===== config.mk =====
export PLATFORM = sky130hd
export DESIGN_NAME = fetch_unit
export DESIGN_NICKNAME = d
export VERILOG_FILES = /design/src/rtl/fetch_unit.sv
export SDC_FILE = /design/constraint.sdc
export NUM_CORES = 1
export LEC_CHECK = 0
export CAP_MARGIN = 20
export CORE_MARGIN = 10
export CORE_UTILIZATION = 47
export DETAILED_ROUTE_END_ITERATION = 8
export PLACE_DENSITY = 0.88
export SLEW_MARGIN = 20
export SYNTH_ARGS = -nofsm -noshare
export SYNTH_HDL_FRONTEND = slang
export SYNTH_SLANG_ARGS = --single-unit

===== constraint.sdc =====
create_clock -name CLK -period 3.15 [get_ports CLK]
set_input_delay 0.63 -clock CLK [delete_from_list [all_inputs] [get_ports CLK]]
set_output_delay 0.63 -clock CLK [all_outputs]
set_load 0.03 [all_outputs]

===== src/rtl/fetch_unit.sv =====
// LEGv8 instruction fetch stage: PC, single-outstanding req/valid instruction memory port,
// IF/ID register with skid buffer, branch redirect/flush, and sign-extender control decode.
module fetch_unit #(
    parameter logic [63:0] RESET_PC = 64'h0
) (
    input  logic        CLK,
    input  logic        resetl,
    input  logic        Stall,
    input  logic        BranchTaken,
    input  logic [63:0] BranchTarget,
    output logic        IMemReq,
    output logic [63:0] IMemAddr,
    input  logic [31:0] IMemRdata,
    input  logic        IMemValid,
    output logic        IfIdValid,
    output logic [63:0] IfIdPC,
    output logic [31:0] IfIdInstr,
    output logic [25:0] Imm26,
    output logic [1:0]  SignOp
);

    typedef enum logic [1:0] {
        IDLE = 2'd0,
        REQ  = 2'd1,
        WAIT = 2'd2,
        HOLD = 2'd3
    } state_t;

    state_t      state;
    logic [63:0] pc;
    logic        squash;
    logic [31:0] skid;

    assign IMemReq  = (state == REQ);
    assign IMemAddr = pc;
    assign Imm26    = IfIdInstr[25:0];

    // NOTE: non-blocking assignments throughout; where a later statement in this block
    // assigns the same register again (branch redirect, IF/ID load), the later one wins.
    always_ff @(posedge CLK or negedge resetl) begin
        if (!resetl) begin
            state     <= IDLE;
            pc        <= RESET_PC;
            squash    <= 1'b0;
            skid      <= '0;
            IfIdValid <= 1'b0;
            IfIdPC    <= '0;
            IfIdInstr <= '0;
        end else begin
            if (!Stall)
                IfIdValid <= 1'b0;

            case (state)
                IDLE: state <= REQ;
                REQ: begin
                    state  <= WAIT;
                    squash <= BranchTaken;
                end
                WAIT: begin
                    if (IMemValid) begin
                        state  <= REQ;
                        squash <= 1'b0;
                        if (!squash && !BranchTaken) begin
                            if (!Stall || !IfIdValid) begin
                                IfIdValid <= 1'b1;
                                IfIdPC    <= pc;
                                IfIdInstr <= IMemRdata;
                                pc        <= pc + 64'd4;
                            end else begin
                                // decode is holding IF/ID, so park the word until it lets go
                                skid  <= IMemRdata;
                                state <= HOLD;
                            end
                        end
                    end else if (BranchTaken) begin
                        squash <= 1'b1;
                    end
                end
                HOLD: begin
                    if (BranchTaken) begin
                        state <= REQ;
                    end else if (!Stall) begin
                        IfIdValid <= 1'b1;
                        IfIdPC    <= pc;
                        IfIdInstr <= skid;
                        pc        <= pc + 64'd4;
                        state     <= REQ;
                    end
                end
                default: state <= IDLE;
            endcase

            // redirect overrides any PC advance and flushes IF/ID even under stall
            if (BranchTaken) begin
                pc        <= BranchTarget;
                IfIdValid <= 1'b0;
            end
        end
    end

    // NOTE: SignOp gets a default before the priority chain so no path leaves it unassigned
    // (an unassigned path in always_comb would infer a latch).
    always_comb begin
        SignOp = 2'b00;
        if (IfIdInstr[30:26] == 5'b00101)
            SignOp = 2'b10;
        else if (IfIdInstr[31:25] == 7'b1011010 || IfIdInstr[31:24] == 8'h54)
            SignOp = 2'b11;
        else if (IfIdInstr[31:21] == 11'h7C0 || IfIdInstr[31:21] == 11'h7C2)
            SignOp = 2'b01;
    end

endmodule

=== Word level (Yosys, flattened, before mapping) ===
Cells that the tools add are included.

* Register bits after elaboration: 196
* Bits of input ports: 101
* Logic and storage cells: 80

* Reduce and logical (&&, ||, !) cells: 17
* Bitwise operators: 1
* Multiplexer cells: 37
* Add/subtract/negate cells: 1
* Equal/unequal tests: 17

{| class="wikitable"
|+ Operators with widths
! cell !! count
|-
| $mux W64 || 10
|-
| $pmux W64 S2 || 2
|-
| $mux W32 || 5
|-
| $add A64 B3 Y64 const B || 1
|-
| $pmux W32 S2 || 1
|-
| $eq A11 B11 Y1 const B || 2
|-
| $mux W2 || 7
|-
| $ne A3 B3 Y1 const B || 4
|-
| $ne A2 B2 Y1 const B || 5
|-
| $mux W1 || 9
|-
| $eq A8 B7 Y1 const B || 1
|-
| $pmux W2 S4 || 1
|-
| $eq A7 B7 Y1 const B || 1
|-
| $reduce_and A6 Y1 || 1
|-
| $eq A5 B3 Y1 const B || 1
|-
| $reduce_and A5 Y1 || 1
|-
| $eq A2 B2 Y1 const B || 2
|-
| $logic_not A1 Y1 || 4
|-
| $pmux W1 S2 || 2
|-
| $reduce_and A2 Y1 || 2
|-
| $reduce_and A4 Y1 || 1
|-
| $reduce_bool A2 Y1 || 2
|-
| $logic_or A1 B1 Y1 || 3
|-
| $reduce_bool A3 Y1 || 1
|-
| other kinds (4) || 4
|}

=== Depth between registers and ports, before layout ===
Gate-level depths: netlist (run 1).

* Word-level depth: 7
* Gate-level depth with buffers: 10

=== Least setup slack after synthesis (run 1) ===
No wires, ideal clock.

* Path type: flip-flop to output port
* Start point: register IfIdInstr[26]
* End point: output port SignOp[0]
* Setup slack: 0.905 ns
* Cell stages (with the launch flop): 4
* Data required time: 2.520 ns
* Path buffers: 0
* Arrival time: 1.615 ns
* Cell sequence: dfrtp_1 nor4b_1 nand3_1 o21ai_0

* Cells in the longest elaborated chain, start to end: 5
* Elaborated cells on any way between the ends: 10

{| class="wikitable"
|+ RTL lines
! item !! line !! source
|-
| start, declared || 17 || <nowiki>output logic [31:0] IfIdInstr,</nowiki>
|-
| start signal, assigned || 67 || <nowiki>IfIdInstr <= IMemRdata;</nowiki>
|-
| start signal, assigned || 85 || <nowiki>IfIdInstr <= skid;</nowiki>
|-
| $eq A11 B11 Y1 || 109 || <nowiki>else if (IfIdInstr[31:21] == 11'h7C0 || IfIdInstr[31:21] == 11'h7C2)</nowiki>
|-
| $logic_or A1 B1 Y1 || 109 ||
|-
| $mux W1 || 109 ||
|-
| $mux W2 || 107 || <nowiki>else if (IfIdInstr[31:25] == 7'b1011010 || IfIdInstr[31:24] == 8'h54)</nowiki>
|-
| $mux W2 * || 105 || <nowiki>if (IfIdInstr[30:26] == 5'b00101)</nowiki>
|-
| end, declared || 19 || <nowiki>output logic [1:0] SignOp</nowiki>
|}

Every way passes the cells marked *; elsewhere a longest branch is shown, timed or not.

=== Worst setup path after layout (run 1) ===
* Start point: register IfIdInstr[27]
* End point: output port SignOp[0]

Same word-level chain as after synthesis.

==> results of run 1 <==
==> cell families after synthesis <==
family / share of synthesized area, %
compound gates: 5.14
xor+xnor: 5.63
fa+ha+maj: 0.671
buf+inv: 4.20
flops: 52.6
mux: 17.1
simple gates: 14.7
==> area by class of cell <==
type / count / share of cell area [%]
clock buffer: 17 / 3.28
antenna: 1 / 0.0193
multi-input combinational: 565 / 31.2
inverter: 8 / 0.232
sequential: 196 / 37.8
clock inverter: 15 / 1.28
timing repair buffer: 302 / 23.6
tap: 265 / 2.56
==> sequential cells by signal, indices dropped and copies added (netlist names) <==
signal and cells:
IfIdPC 64, squash 1, skid 32, IfIdValid 1
state 2, IfIdInstr 32, IMemAddr 64
==> worst reg2reg max path, stage by stage, from the launching register on <==
cell and delay, ns:
dfrtp_1 0.43, inv_1 0.08, ha_1 0.23, and3b_1 0.22
a22o_1 0.44, nor2b_4 0.30, buf_12 0.30, buf_4 0.34
nor2_1 0.07, a21oi_1 0.13
==> metal layers <==
metal	track usage [%]	routed length [microns]	up-vias
met5	0	22	-
li1	-	-	3414
met2	37.0	14100	304
met4	6.70	700	4
met1	24.1	11000	3680
met3	6.44	2220	52
==> power by group <==
part | switching (mW) | internal (mW)
Combinational | 2.87 | 2.25
Sequential | 0.627 | 3.26
Clock | 1.06 | 1.13
==> path summary, 6_finish.rpt <==
check / from / endpoint / slack, ns
max in group asynchronous: resetl / IMemAddr[9] / 2.21
worst max-delay path: IfIdInstr[27] / SignOp[0] / 0.24
worst min register to register: skid[7] / skid[7] / 0.50
worst max register to register: state[0] / IfIdInstr[21] / 0.54
worst min-delay path: resetl / skid[30] / 0.17
min in group CLK: skid[7] / skid[7] / 0.50
==> synthesized netlist by cell type, drive strengths merged <==
cell type and n:
a211oi 1, a21oi 34, a22o 1, a22oi 1
a41oi 1, and2 2, and3 9, and3b 2
and4 4, buf 44, clkbuf 21, dfrtp 196
ha 5, inv 8, mux2 110, mux2i 36
nand2 78, nand3 33, nand4 23, nand4b 1
nand4bb 1, nor2 59, nor2b 5, nor3 19
nor4 17, nor4b 4, o21ai 52, o21bai 1
o22a 1, or2 2, or3 3, xnor2 31
xor2 29
==> per-stage QoR <==
| step | hold WS, ns | utilization [%] | area [sq um] | std cells |
|---|---|---|---|---|
| final | 0.168 | 66.4 | 13000 | 1369 |
| after global routing | 0.192 | 66.4 | 13000 | 1369 |
| after CTS | 0.182 | 66.4 | 13000 | 1368 |
| after detailed placement | 0.480 | 63.3 | 12400 | 1336 |
| after global placement | 0.467 | 63.3 | 12400 | 1336 |
| after floorplan | 0.334 | - | 9330 | 834 |
==> run summary, run 1 <==
Status: finished clean
P_leak: 5.24 nW
RSZ-0062 raised after global routing: no
DR iter-0 viols: 588
Vias: 7454
Sum Neg Setup Slack: 0 ns
Multi-input gate area: 4040 sq um
Setup WS pre-CTS: 0.168 ns
Worst-path cell chain: nand4bb_1, nor4b_1, o21bai_1, o21ai_0, clkdlybuf4s50_1
Total GRT Usage: 21.1%
Syn_nets: 940
Post-layout minimum cycle time: 2.91 ns
Overall power: 11.2 mW
Worst-margin pin slew: 0.607 ns
Remaining DRCs: 0
Antenna Nets Post-Route: 0
Post-CTS resize count: 0
Clock Skew: 0.0109 ns
Final setup vio count: 0
Total wire length: 28.0 mm
Initial antenna violation count: 3
Root buf cell: clkbuf_16
Maximum VDD drop: 0.472 mV
Syn Inst Count: 834
Total Nets Final: 1196
Critical Path Stages: 5
Final hold violation count: 0
Top Ports: 291
Synth area leader: dfrtp_1
Placer Congestion: 0.862
CP endpoint kind: output port
Yosys reg bits: 196
Core area: 19500 sq um
Synth cell types: 43
Die Y: 161 microns
First-pass GRT wire length: 44.3 mm
Top cell type's share of synthesized area: 52.6%
Worst-Skew Late Latency: 0.43 ns
Worst r2r path cells: 9
Slowest cell on crit path: clkdlybuf4s50_1
# Post-CTS Setup Buffers: 0
Largest cells by area after synthesis: dfrtp_1, mux2_2, mux2i_1
Gr ovfl total: 0
HP Class: in -> async
Pre-antenna DRT Iters: 5
Yosys warning total: 0
Max Cap Viol: 0
Most frequent cells in the layout: clkdlybuf4s50_1, dfrtp_1, mux2_2
Worst path max stage delay: 0.70 ns
CTS Hold Bufs: 0
Num CTS Buffers: 17
CP bufs+invs: 1
FMAX: 344 MHz
Vias in the first global route: 7906
Arr. time, crit path: 2.28 ns
Share of layout cells above drive strength 1: 15.0%
Wire per inst: 20.5 microns
Most common cell after layout, fill and taps aside: clkdlybuf4s50_1
Layout fillers: 1493
Slew Limit Headroom: 59.5%
Crit path max-delay family: buffers and inverters
CTS Sinks: 196
Worst setup margin: 0.240 ns
Die extent in x: 161 microns
PortBufs: 290
Max FO, Critical Path: 5
Avg Cell Area, Syn: 11.2 sq um
Final worst-path cycle share: 92.4%
Clock Path Buffers: 2
Detailed Place HPWL: 20.8 mm
Netlist Area Pre-Place: 9330 sq um
Reg area: 4900 sq um
Crit start category: flip-flop
Largest net degree at the start of global routing: 118
Die area: 25900 sq um
WP data required: 2.52 ns
Pwr Density: 863 nW/um^2
Slew Viols, Final: 0
Register area share after synthesis: 52.6%
Area delta synth->final: 38.9%
H-tree depth: 4
Worst Setup Path Type: reg -> out
CTS tree: yes
Num rows: 51
Worst-path clk slew: 0.08 ns
Vias per inst: 5.44
Starting Density: 47.8%
(Power assumes the default switching activity.)
==> run 2, diff against run 1 <==
--- a/config.mk
+++ b/config.mk
@@ -5,7 +5,7 @@
 export SDC_FILE = /design/constraint.sdc
 export NUM_CORES = 1
 export LEC_CHECK = 0
-export CAP_MARGIN = 20
+export CAP_MARGIN = 0
 export CORE_MARGIN = 10
 export CORE_UTILIZATION = 47
 export DETAILED_ROUTE_END_ITERATION = 8
==> results of run 2 <==
Same layout as run 1: the final DEF is identical, and so are final timing and power.
==> run 3, diff against run 2 <==
--- a/config.mk
+++ b/config.mk
@@ -10,6 +10,7 @@
 export CORE_UTILIZATION = 47
 export DETAILED_ROUTE_END_ITERATION = 8
 export PLACE_DENSITY = 0.88
+export SETUP_SLACK_MARGIN = 0.05
 export SLEW_MARGIN = 20
 export SYNTH_ARGS = -nofsm -noshare
 export SYNTH_HDL_FRONTEND = slang
==> results of run 3 <==
Same layout as run 1: the final DEF is identical, and so are final timing and power.
